<file path="config.mk">
export PLATFORM = sky130hd
export DESIGN_NAME = vga_gfx_pal_dbuf
export DESIGN_NICKNAME = d
export VERILOG_FILES = /design/src/rtl/vga_gfx_pkg.sv /design/src/rtl/vga_gfx_dbuf.sv /design/src/rtl/vga_timing_gfx.sv /design/src/rtl/vga_gfx_pal_dbuf.sv
export SDC_FILE = /design/constraint.sdc
export NUM_CORES = 2
export LEC_CHECK = 0
export ABC_AREA = 0
export CORE_MARGIN = 10
export CORE_UTILIZATION = 35
export DETAILED_ROUTE_END_ITERATION = 16
export SLEW_MARGIN = 20
export SYNTH_ARGS = -nofsm -noshare
export SYNTH_HDL_FRONTEND = slang
export SYNTH_HIERARCHICAL = 1
export SYNTH_SLANG_ARGS = --single-unit
</file>
<file path="constraint.sdc">
create_clock -name clk -period 10 [get_ports clk]
set_input_delay 2 -clock clk [delete_from_list [all_inputs] [get_ports clk]]
set_output_delay 2 -clock clk [all_outputs]
set_load 0.02 [all_outputs]
</file>
<file path="src/rtl/vga_gfx_pkg.sv">
// Shared constants, types and helpers for the VGA graphics peripheral
// with a palette and a double-buffered line store.
package vga_gfx_pkg;

   localparam logic [5:0] ADDR_INTCFG  = 6'h01;
   localparam logic [5:0] ADDR_YPOS    = 6'h02;
   localparam logic [5:0] ADDR_CTRL    = 6'h03;
   localparam logic [5:0] ADDR_PALIDX  = 6'h05;
   localparam logic [5:0] ADDR_PALDATA = 6'h06;
   localparam logic [5:0] ADDR_STATUS  = 6'h07;

   localparam logic [1:0] WR_BYTE = 2'b00;
   localparam logic [1:0] WR_HALF = 2'b01;
   localparam logic [1:0] WR_WORD = 2'b10;
   localparam logic [1:0] WR_NONE = 2'b11;

   typedef logic [5:0] colour_t;

   typedef enum logic {
      SWAP_IDLE,
      SWAP_PENDING
   } swap_state_t;

   function automatic int unsigned npix(input int unsigned buf_words, input int unsigned bpp);
      return buf_words * 32 / bpp;
   endfunction

endpackage

</file>
<file path="src/rtl/vga_gfx_dbuf.sv">
// Two pixel buffers: the CPU writes/reads the back one while the
// display reads the front one; swap toggles which is which.
module vga_gfx_dbuf
   import vga_gfx_pkg::*;
#(
   parameter  int unsigned BPP       = 2,
   parameter  int unsigned BUF_WORDS = 16,
   localparam int unsigned WORD_W    = $clog2(BUF_WORDS),
   localparam int unsigned PIX_W     = $clog2(npix(BUF_WORDS, BPP))
) (
   input  logic              clk,
   input  logic              rst_n,
   input  logic              wr_en,
   input  logic [1:0]        wr_size,
   input  logic [WORD_W-1:0] word,
   input  logic [31:0]       wr_data,
   output logic [31:0]       rd_data,
   input  logic              swap,
   input  logic [PIX_W-1:0]  pix,
   output logic [BPP-1:0]    pix_idx,
   output logic              front
);

   localparam int unsigned PPW_LOG2 = $clog2(32 / BPP);

   logic [31:0] mem [2][BUF_WORDS];
   logic        back;
   logic [31:0] front_word;
   logic [4:0]  bit_ofs;

   assign back = ~front;

   always_ff @(posedge clk) begin
      if (!rst_n) begin
         for (int unsigned w = 0; w < BUF_WORDS; w++) begin
            mem[0][w] <= '0;
            mem[1][w] <= '0;
         end
         front <= 1'b0;
      end else begin
         if (wr_en) begin
            case (wr_size)
               WR_BYTE: mem[back][word][7:0]  <= wr_data[7:0];
               WR_HALF: mem[back][word][15:0] <= wr_data[15:0];
               default: mem[back][word]       <= wr_data;
            endcase
         end
         if (swap) front <= ~front;
      end
   end

   // Pixel 0 sits in the LSBs of word 0; upper pixel bits pick the word.
   always_comb begin
      rd_data    = mem[back][word];
      front_word = mem[front][pix[PIX_W-1 -: WORD_W]];
      bit_ofs    = 5'(32'(pix[PPW_LOG2-1:0]) * BPP);
      pix_idx    = front_word[bit_ofs +: BPP];
   end

endmodule

</file>
<file path="src/rtl/vga_timing_gfx.sv">
// 1024x768 timing generator at 64 MHz; y is split into y_hi/y_lo
// so software can read the line number in two fields.
module vga_timing_gfx (
   input  logic        clk,
   input  logic        rst_n,
   output logic [10:0] x,
   output logic [4:0]  y_hi,
   output logic [5:0]  y_lo,
   output logic        hsync,
   output logic        vsync,
   output logic        blank
);

   localparam logic [10:0] H_ACTIVE = 11'd1024;
   localparam logic [10:0] H_SYNC_S = 11'd1048;
   localparam logic [10:0] H_SYNC_E = 11'd1184;
   localparam logic [10:0] H_TOTAL  = 11'd1344;
   localparam logic [10:0] V_ACTIVE = 11'd768;
   localparam logic [10:0] V_SYNC_S = 11'd771;
   localparam logic [10:0] V_SYNC_E = 11'd777;
   localparam logic [10:0] V_TOTAL  = 11'd806;

   logic [10:0] y;

   always_ff @(posedge clk) begin
      if (!rst_n) begin
         x <= '0;
         y <= '0;
      end else if (x == H_TOTAL - 11'd1) begin
         x <= '0;
         y <= (y == V_TOTAL - 11'd1) ? '0 : y + 11'd1;
      end else begin
         x <= x + 11'd1;
      end
   end

   always_comb begin
      y_hi  = y[10:6];
      y_lo  = y[5:0];
      blank = (x >= H_ACTIVE) || (y >= V_ACTIVE);
      hsync = !((x >= H_SYNC_S) && (x < H_SYNC_E));
      vsync = !((y >= V_SYNC_S) && (y < V_SYNC_E));
   end

endmodule

</file>
<file path="src/rtl/vga_gfx_pal_dbuf.sv">
// TinyQV VGA graphics peripheral: palette lookup of a double-buffered
// pixel line, runtime pixel width, swap-in-blank and line/swap interrupts.
module vga_gfx_pal_dbuf
   import vga_gfx_pkg::*;
#(
   parameter int unsigned BPP          = 2,
   parameter int unsigned BUF_WORDS    = 16,
   parameter int unsigned PIX_LOG2_RST = 2
) (
   input  logic        clk,
   input  logic        rst_n,
   input  logic [7:0]  ui_in,
   output logic [7:0]  uo_out,
   input  logic [5:0]  address,
   input  logic [31:0] data_in,
   input  logic [1:0]  data_write_n,
   input  logic [1:0]  data_read_n,
   output logic [31:0] data_out,
   output logic        data_ready,
   output logic        user_interrupt
);

   localparam int unsigned NPIX   = npix(BUF_WORDS, BPP);
   localparam int unsigned WORD_W = $clog2(BUF_WORDS);
   localparam int unsigned PIX_W  = $clog2(NPIX);

   logic [10:0] vga_x;
   logic [4:0]  vga_y_hi;
   logic [5:0]  vga_y_lo;
   logic        hsync, vsync, blank;

   logic [7:0]     cfg;
   logic [1:0]     pix_log2;
   logic [BPP-1:0] pal_idx;
   colour_t        palette [2**BPP];
   logic [BPP-1:0] idx_r;
   logic           hsync_r, vsync_r;
   logic           line_irq, swap_irq;
   swap_state_t    state, state_nx;
   logic           do_swap, swap_pending;

   logic           wr, rd, buf_sel, buf_wr, line_hit, status_clr;
   logic [10:0]    p;
   logic [BPP-1:0] pix_idx;
   logic [31:0]    back_word;
   logic           front;
   colour_t        colour;
   logic           unused_ok;

   assign unused_ok  = &{1'b0, ui_in};
   assign data_ready = 1'b1;

   vga_timing_gfx u_timing (
      .clk   (clk),
      .rst_n (rst_n),
      .x     (vga_x),
      .y_hi  (vga_y_hi),
      .y_lo  (vga_y_lo),
      .hsync (hsync),
      .vsync (vsync),
      .blank (blank)
   );

   vga_gfx_dbuf #(
      .BPP       (BPP),
      .BUF_WORDS (BUF_WORDS)
   ) u_dbuf (
      .clk     (clk),
      .rst_n   (rst_n),
      .wr_en   (buf_wr),
      .wr_size (data_write_n),
      .word    (address[2 +: WORD_W]),
      .wr_data (data_in),
      .rd_data (back_word),
      .swap    (do_swap),
      .pix     (p[PIX_W-1:0]),
      .pix_idx (pix_idx),
      .front   (front)
   );

   always_comb begin
      wr         = (data_write_n != WR_NONE);
      rd         = (data_read_n != 2'b11);
      buf_sel    = (address[1:0] == 2'b00) && (32'(address[5:2]) < BUF_WORDS);
      buf_wr     = wr && buf_sel;
      status_clr = rd && (address == ADDR_STATUS);
      p          = vga_x >> pix_log2;
      line_hit   = cfg[6] && ((vga_y_lo[3:0] | cfg[3:0]) == 4'hF) &&
                   (vga_x == {cfg[5:4] == 2'b00, cfg[5:4], 8'h00});
   end

   always_ff @(posedge clk) begin
      if (!rst_n) begin
         cfg      <= '0;
         pix_log2 <= 2'(PIX_LOG2_RST);
         pal_idx  <= '0;
         for (int unsigned i = 0; i < 2**BPP; i++) palette[i] <= '0;
         idx_r    <= '0;
         hsync_r  <= 1'b0;
         vsync_r  <= 1'b0;
         line_irq <= 1'b0;
         swap_irq <= 1'b0;
      end else begin
         if (wr && address == ADDR_INTCFG) cfg <= data_in[7:0];
         if (wr && address == ADDR_CTRL)   pix_log2 <= data_in[3:2];
         if (wr && address == ADDR_PALIDX) pal_idx <= data_in[BPP-1:0];
         if (wr && address == ADDR_PALDATA) begin
            palette[pal_idx] <= data_in[5:0];
            pal_idx          <= pal_idx + 1'b1;
         end
         idx_r   <= (blank || 32'(p) >= NPIX) ? '0 : pix_idx;
         hsync_r <= hsync;
         vsync_r <= vsync;
         // A new event on the clearing edge must survive the clear.
         line_irq <= line_hit | (line_irq & ~status_clr);
         swap_irq <= (do_swap & cfg[7]) | (swap_irq & ~status_clr);
      end
   end

   always_ff @(posedge clk) begin
      if (!rst_n) state <= SWAP_IDLE;
      else        state <= state_nx;
   end

   always_comb begin
      state_nx = state;
      case (state)
         SWAP_IDLE:    if (wr && address == ADDR_CTRL && data_in[0]) state_nx = SWAP_PENDING;
         SWAP_PENDING: if (blank) state_nx = SWAP_IDLE;
         default:      state_nx = SWAP_IDLE;
      endcase
   end

   always_comb begin
      swap_pending = (state == SWAP_PENDING);
      do_swap      = swap_pending && blank;
   end

   always_comb begin
      colour         = palette[idx_r];
      uo_out         = {hsync_r, colour[0], colour[2], colour[4],
                        vsync_r, colour[1], colour[3], colour[5]};
      user_interrupt = line_irq | swap_irq;
   end

   always_comb begin
      data_out = '0;
      if (buf_sel) begin
         data_out = back_word;
      end else begin
         case (address)
            ADDR_INTCFG:  data_out = {24'b0, cfg};
            ADDR_YPOS:    data_out = {18'b0, vga_y_hi, 3'b0, vga_y_lo};
            ADDR_CTRL:    data_out = {26'b0, front, swap_pending, pix_log2, 2'b00};
            ADDR_PALIDX:  data_out = 32'(pal_idx);
            ADDR_PALDATA: data_out = {26'b0, palette[pal_idx]};
            ADDR_STATUS:  data_out = {30'b0, swap_irq, line_irq};
            default:      data_out = '0;
         endcase
      end
   end

endmodule

</file>
After elaboration in Yosys (flattened, before gate mapping)
Memory sizes are Yosys's and may differ from the RTL's. A register that Yosys moved wholly into a read port is not among the register bits. Cells that the tools add are included. Widths: inputs -> output; s select.

Flip-flop bits (word level): 40. Memory bits (writable): 1048. Bits in latches: 0. Logic and storage cells: 2175. Output and inout bits: 42. ROM bits: 0. Memories kept: 2.

Shifts and indexed selects: 2. $mul: 0. Add/subtract/negate cells: 3. Mux-type cells: 1071. Divide/modulo/power cells: 0. Reductions and logical operators: 26. Bitwise logic cells: 1037. Equal/unequal tests: 13. $lt $le $gt $ge: 10.

Memories: u_dbuf.mem (words 2, width 512, read ports 2, clocked after memory_dff 1, wr ports 2, RTL line vga_gfx_dbuf.sv:26) `logic [31:0] mem [2][BUF_WORDS];`; palette (words 4, width 6, read ports 2, clocked after memory_dff 2, wr ports 4, RTL line vga_gfx_pal_dbuf.sv:35) `colour_t palette [2**BPP];`.

Operators with widths (number): $mux 512 (5); $mux 1 (1043); $or 1x1->1 (1027); $reduce_or 512->1 (1); $demux 32 s4 (3); $bmux 32 s4 (2); $mux 32 (6); $pmux 14 s6 (1); $shiftx 32x6->2 (1); $add 11x1->11 const B (2); $ge 11x10->1 const B (2); $ge 11x11->1 const B (2); $eq 6x3->1 const B (3); $mux 16 (1); $logic_and 1x1->1 (13); $eq 6x2->1 const B (2); $mux 2 (6); $eq 11x10->1 const B (1); $eq 11x11->1 (1); $eq 11x11->1 const B (1); $ge 11x9->1 const B (1); $lt 11x10->1 const B (1); $lt 11x11->1 const B (1); $mux 11 (1); other kinds (21) (35).

Longest topological paths before layout
Word-level depth: 10. Depth in mapped cells: 15. Mapped depth without buffers: 10.

By module
The synthesis kept the hierarchy.

By module, submodules not included: vga_gfx_dbuf (cells each 4048, instances 1, area an instance 56215.2 sq um); vga_gfx_pal_dbuf (cells each 297, instances 1, area an instance 3004.1 sq um); vga_timing_gfx (cells each 128, instances 1, area an instance 1121.1 sq um).

Worst setup path before layout
No wires, ideal clock.

Kind: in2out. From: input address[3]. To: output data_out[11]. Data required time: 8.000 ns. Setup slack: 3.849 ns. Cell stages on the path: 8. Buffers on the path: 3. Arrival time: 4.151 ns. Cells stage by stage: clkbuf_1 clkbuf_1 clkbuf_1 mux4_2 mux2i_1 o22ai_1 or2_2 a22o_1.

Longest elaborated chain between the ends: 5. Elaborated cells between the ends (all ways): 12. Classes of those cells: eq/ne (6); mux (5); bitwise (1).

Ends and longest elaborated chain: start, declared (RTL line vga_gfx_pal_dbuf.sv:14) `input logic [5:0] address,`; $not 4->5 (not written as such) (RTL line vga_gfx_dbuf.sv:54) `rd_data = mem[back][word];`; $bmux 32 s4 (RTL line vga_gfx_dbuf.sv:54); $mux 32 (not written as such) (2 in series) (RTL line vga_gfx_dbuf.sv:54); net back_word[11] (RTL line vga_gfx_pal_dbuf.sv:45) `logic [31:0] back_word;`; $mux 32 (RTL line vga_gfx_pal_dbuf.sv:148) `if (buf_sel) begin`; end, declared (RTL line vga_gfx_pal_dbuf.sv:18) `output logic [31:0] data_out,`.

The timed path passes the listed nets, and every way through them passes these cells. The select of a mux whose other input is x is not followed.

Worst setup path in the final report
From: input address[3]. To: output data_out[22].

The elaborated chain is that of the path after synthesis.

==> out/qor.csv <==
stage;metric;value;unit
critical_path;Required @ worst endpoint;8.00;ns
floorplan;row count;152;
timing;Slew @ Worst Pin;1.23;ns
timing;endpoints failing hold;0;
timing;Worst Clk Skew;0.0307;ns
clocking;clock root cell;clkbuf_16;
routing;Iter 0 DRT Violations;6260;
timing;Rel. slew slack;17.7;%
synth;warnings from Yosys;6;
synth;post-synthesis net count;4530;
critical_path;CP Class;input port to output port;
clocking;hold buffers post-CTS;0;
global_routing;vias in the first global route;40796;
hold_path;hold path start;cfg[1];
critical_path;Worst Setup End Kind;output port;
place;DP HPWL;128000;um
job;max-cap viol count;0;
global_routing;GRT Total Usage;21.8;%
clocking;CTS clk-pin slew, worst paths;0.06;ns
hold_path;Hold Path Stages;2;
synth;ys flop type;edfxtp_1;
global_routing;total grt overflow;0;
floorplan;I/O Pins;94;
critical_path;Worst Path Max Fanout;86;
synth;count of cell types in the netlist;79;
clocking;H-Tree Depth;3;
routing;DR pass1 iterations;5;
routing;via count;42162;
global_routing;wire length of the first global-routing pass;304000;um
timing;Final Cycle Share;77.8;%
synth;synthesis-stage register bit count;1093;
critical_path;CP max stage cell;buf_4;
floorplan;Core ar.;0.172;sq mm
critical_path;r2r setup slk;3.81;ns
timing;Slew Limit Fails;0;
timing;RSZ-0062 raised after global routing;false;
floorplan;Chip Width;435;um
outcome;status;complete, no violations;
critical_path;Worst Path Arrival;5.78;ns
timing;Final min period;7.78;ns
power;Lkg Pwr;23.9;nW
floorplan;initial core utilization;35.2;%
clocking;Worst-Skew Late Latency;0.76;ns
layout;Final nets;4323;
synth;Post-Syn Instances;4473;
layout;area grow syn2layout;10.9;%
routing;drt total wl;216000;um
critical_path;r2r startpoint;pix_log2[0];
routing;DRC Markers;0;
routing;routed len/inst;32.3;um
synth;Synth Cell Area;0.0603;sq mm
critical_path;crit path cell chain;buf_8 -> buf_4 -> mux4_2 -> mux2i_1 -> o22ai_1 -> or2_2 -> and2_1 -> clkdlybuf4s50_1;
critical_path;startpoint types;input port;
clocking;CTS buffer count;118;
hold_path;HP Class;flop to flop;
routing;vias per cell;6.30;
critical_path;crit-path max cell delay;0.79;ns
place;gpl congestion;0.903;
synth;Post-synth EDFFs;1048;
layout;final core utilization;39.0;%
hold_path;WHS Endpoint;cfg[1];
layout;layout cells sized above 1;19.0;%
power;VDD IR max;0.141;mV
timing;Setup TNS;0;ns
clocking;clock sinks;1093;
synth;post-synthesis sequential area ratio;53.6;%
floorplan;Die Span Y;435;um
routing;antenna-violating nets left;0;
timing;setup violators final;0;
timing;Max Fclk;129;MHz
clocking;post-CTS sizing;0;
synth;Syn Area/Cell;13.5;sq um
place;IO buf count;84;
timing;hold slack;0.498;ns
power;power per cell area;160;mW/mm^2
clocking;Longest Clk Path Bufs;3;
global_routing;initial antenna violation count;26;
floorplan;die area;0.189;sq mm
critical_path;r2r worst-path depth;10;
clocking;Setup Buffers After CTS;0;
global_routing;largest net degree at the start of global routing;189;
clocking;TritonCTS clock tree;yes;
synth;Async S/R FF share, synth;0;%
[power breakdown]
group          switching [W]  internal, W
Clock                0.00193      0.00260
Sequential          0.000122      0.00524
Combinational       0.000560     0.000293
Total                0.00261      0.00813
[metrics by stage]
| step | worst slack, ns | power [W] | std cells | instance area, sq um |
|---|---|---|---|---|
| after floorplan | 3.85 | 0.00589 | 4473 | 60300 |
| after global routing | 2.25 | 0.0110 | 6681 | 66900 |
| final | 2.22 | 0.0107 | 6693 | 66900 |
| after CTS | 2.39 | 0.0107 | 6678 | 66900 |
| after global placement | 2.42 | 0.00626 | 6456 | 63000 |
| after detailed placement | 2.39 | 0.00628 | 6456 | 62900 |
[layer usage]
metal / global-route usage [%] / up-vias / part of all wire (%)
met5: 0.252 / - / 0.075
met4: 9.69 / 18 / 4.6
met3: 4.55 / 510 / 11
met2: 34.2 / 2797 / 46
met1: 29.0 / 21567 / 38
li1: - / 17270 / -
[synth_stat cells, types with 4 or more instances]
cell	number	area share (%)
or3_1	13	0.13
nor2_1	83	0.52
nor4_1	20	0.21
buf_4	28	0.35
nor3b_1	4	0.050
a211oi_1	9	0.11
inv_1	18	0.11
a221oi_1	7	0.10
o211ai_1	9	0.11
nand2b_1	9	0.093
mux4_1	8	0.35
clkbuf_1	377	2.3
o22ai_1	108	1.1
nand4_1	24	0.25
nand3_1	27	0.22
dfxtp_1	45	1.5
a31oi_1	8	0.083
xor2_1	10	0.15
or2_2	37	0.38
ha_1	5	0.10
edfxtp_1	1048	52
o21ai_0	79	0.66
o221ai_1	110	1.6
and2_1	293	3.0
buf_12	4	0.13
mux2_2	8	0.15
buf_1	30	0.19
mux2i_1	382	6.3
mux4_2	396	15
nor3_1	57	0.47
and3_1	780	8.1
nor2b_1	12	0.12
a21oi_1	63	0.52
a22o_1	6	0.087
o31ai_1	15	0.19
buf_2	73	0.61
buf_6	22	0.41
xnor2_1	4	0.058
or4_1	9	0.11
nand2_1	169	1.1
[kinds of logic (layout without fill, tap and decap cells)]
group	after synthesis	in the layout	synth area share (%)
flip-flops	1093	1093	53.6
AND/OR/NAND/NOR	1556	1556	15.1
buffers and inverters	555	450	4.16
AO/OA/AOI/OAI	455	455	5.18
multiplexers	794	794	21.6
adder cells (fa/ha/maj)	5	5	0.104
other	1	16	0.00621
XOR/XNOR	14	14	0.203
[flip-flops by register name (all words and copies together), names as in the netlist, named ones only]
| signal | flops |
|---|---|
| u_dbuf/front | 1 |
| pal_idx | 2 |
| vsync_r | 1 |
| u_timing/y | 11 |
| u_dbuf/mem | 1024 |
| palette | 24 |
| swap_irq | 1 |
| hsync_r | 1 |
| state | 1 |
| cfg | 8 |
| pix_log2 | 2 |
| line_irq | 1 |
| u_timing/x | 11 |
[layout by cell type (no fill, tap or decap), types with 57 or more instances in the layout]
| master | Yosys | layout |
|---|---|---|
| o221ai_1 | 110 | 110 |
| a21oi_1 | 63 | 63 |
| o21ai_0 | 79 | 61 |
| buf_4 | 28 | 117 |
| nor3_1 | 57 | 57 |
| clkbuf_16 | 0 | 123 |
| mux4_2 | 396 | 394 |
| o22ai_1 | 108 | 108 |
| and2_1 | 293 | 293 |
| and3_1 | 780 | 780 |
| mux2i_1 | 382 | 382 |
| edfxtp_1 | 1048 | 1048 |
| clkdlybuf4s50_1 | 0 | 68 |
| nand2_1 | 169 | 163 |
[critical path, delay by kind of cell]
family          cells  cell delay [ns]
simple gates        2             0.52
compound gates      1             0.29
mux                 2             0.86
buf+inv             3             1.92
[worst max-delay path by stage]
stage	start	end	slack (ns)	cells after the start
finish	address[3]	data_out[22]	2.22	8
global route	address[3]	data_out[17]	2.25	8
CTS	address[3]	data_out[22]	2.39	8
detailed placement	address[3]	data_out[22]	2.39	8
global placement	address[3]	data_out[22]	2.42	8
floorplan	address[3]	data_out[11]	3.85	8
[area by class of cell]
class | count | area (sq um)
fill | 16025 | 105000
clock inverter | 84 | 806
inverter | 21 | 78.8
antenna | 15 | 37.5
clock buffer | 138 | 3140
multi-input combinational | 2825 | 25800
timing repair buffer | 207 | 1800
sequential | 1093 | 32400
tap | 2310 | 2890
Power figures use the tool's default switching activity.
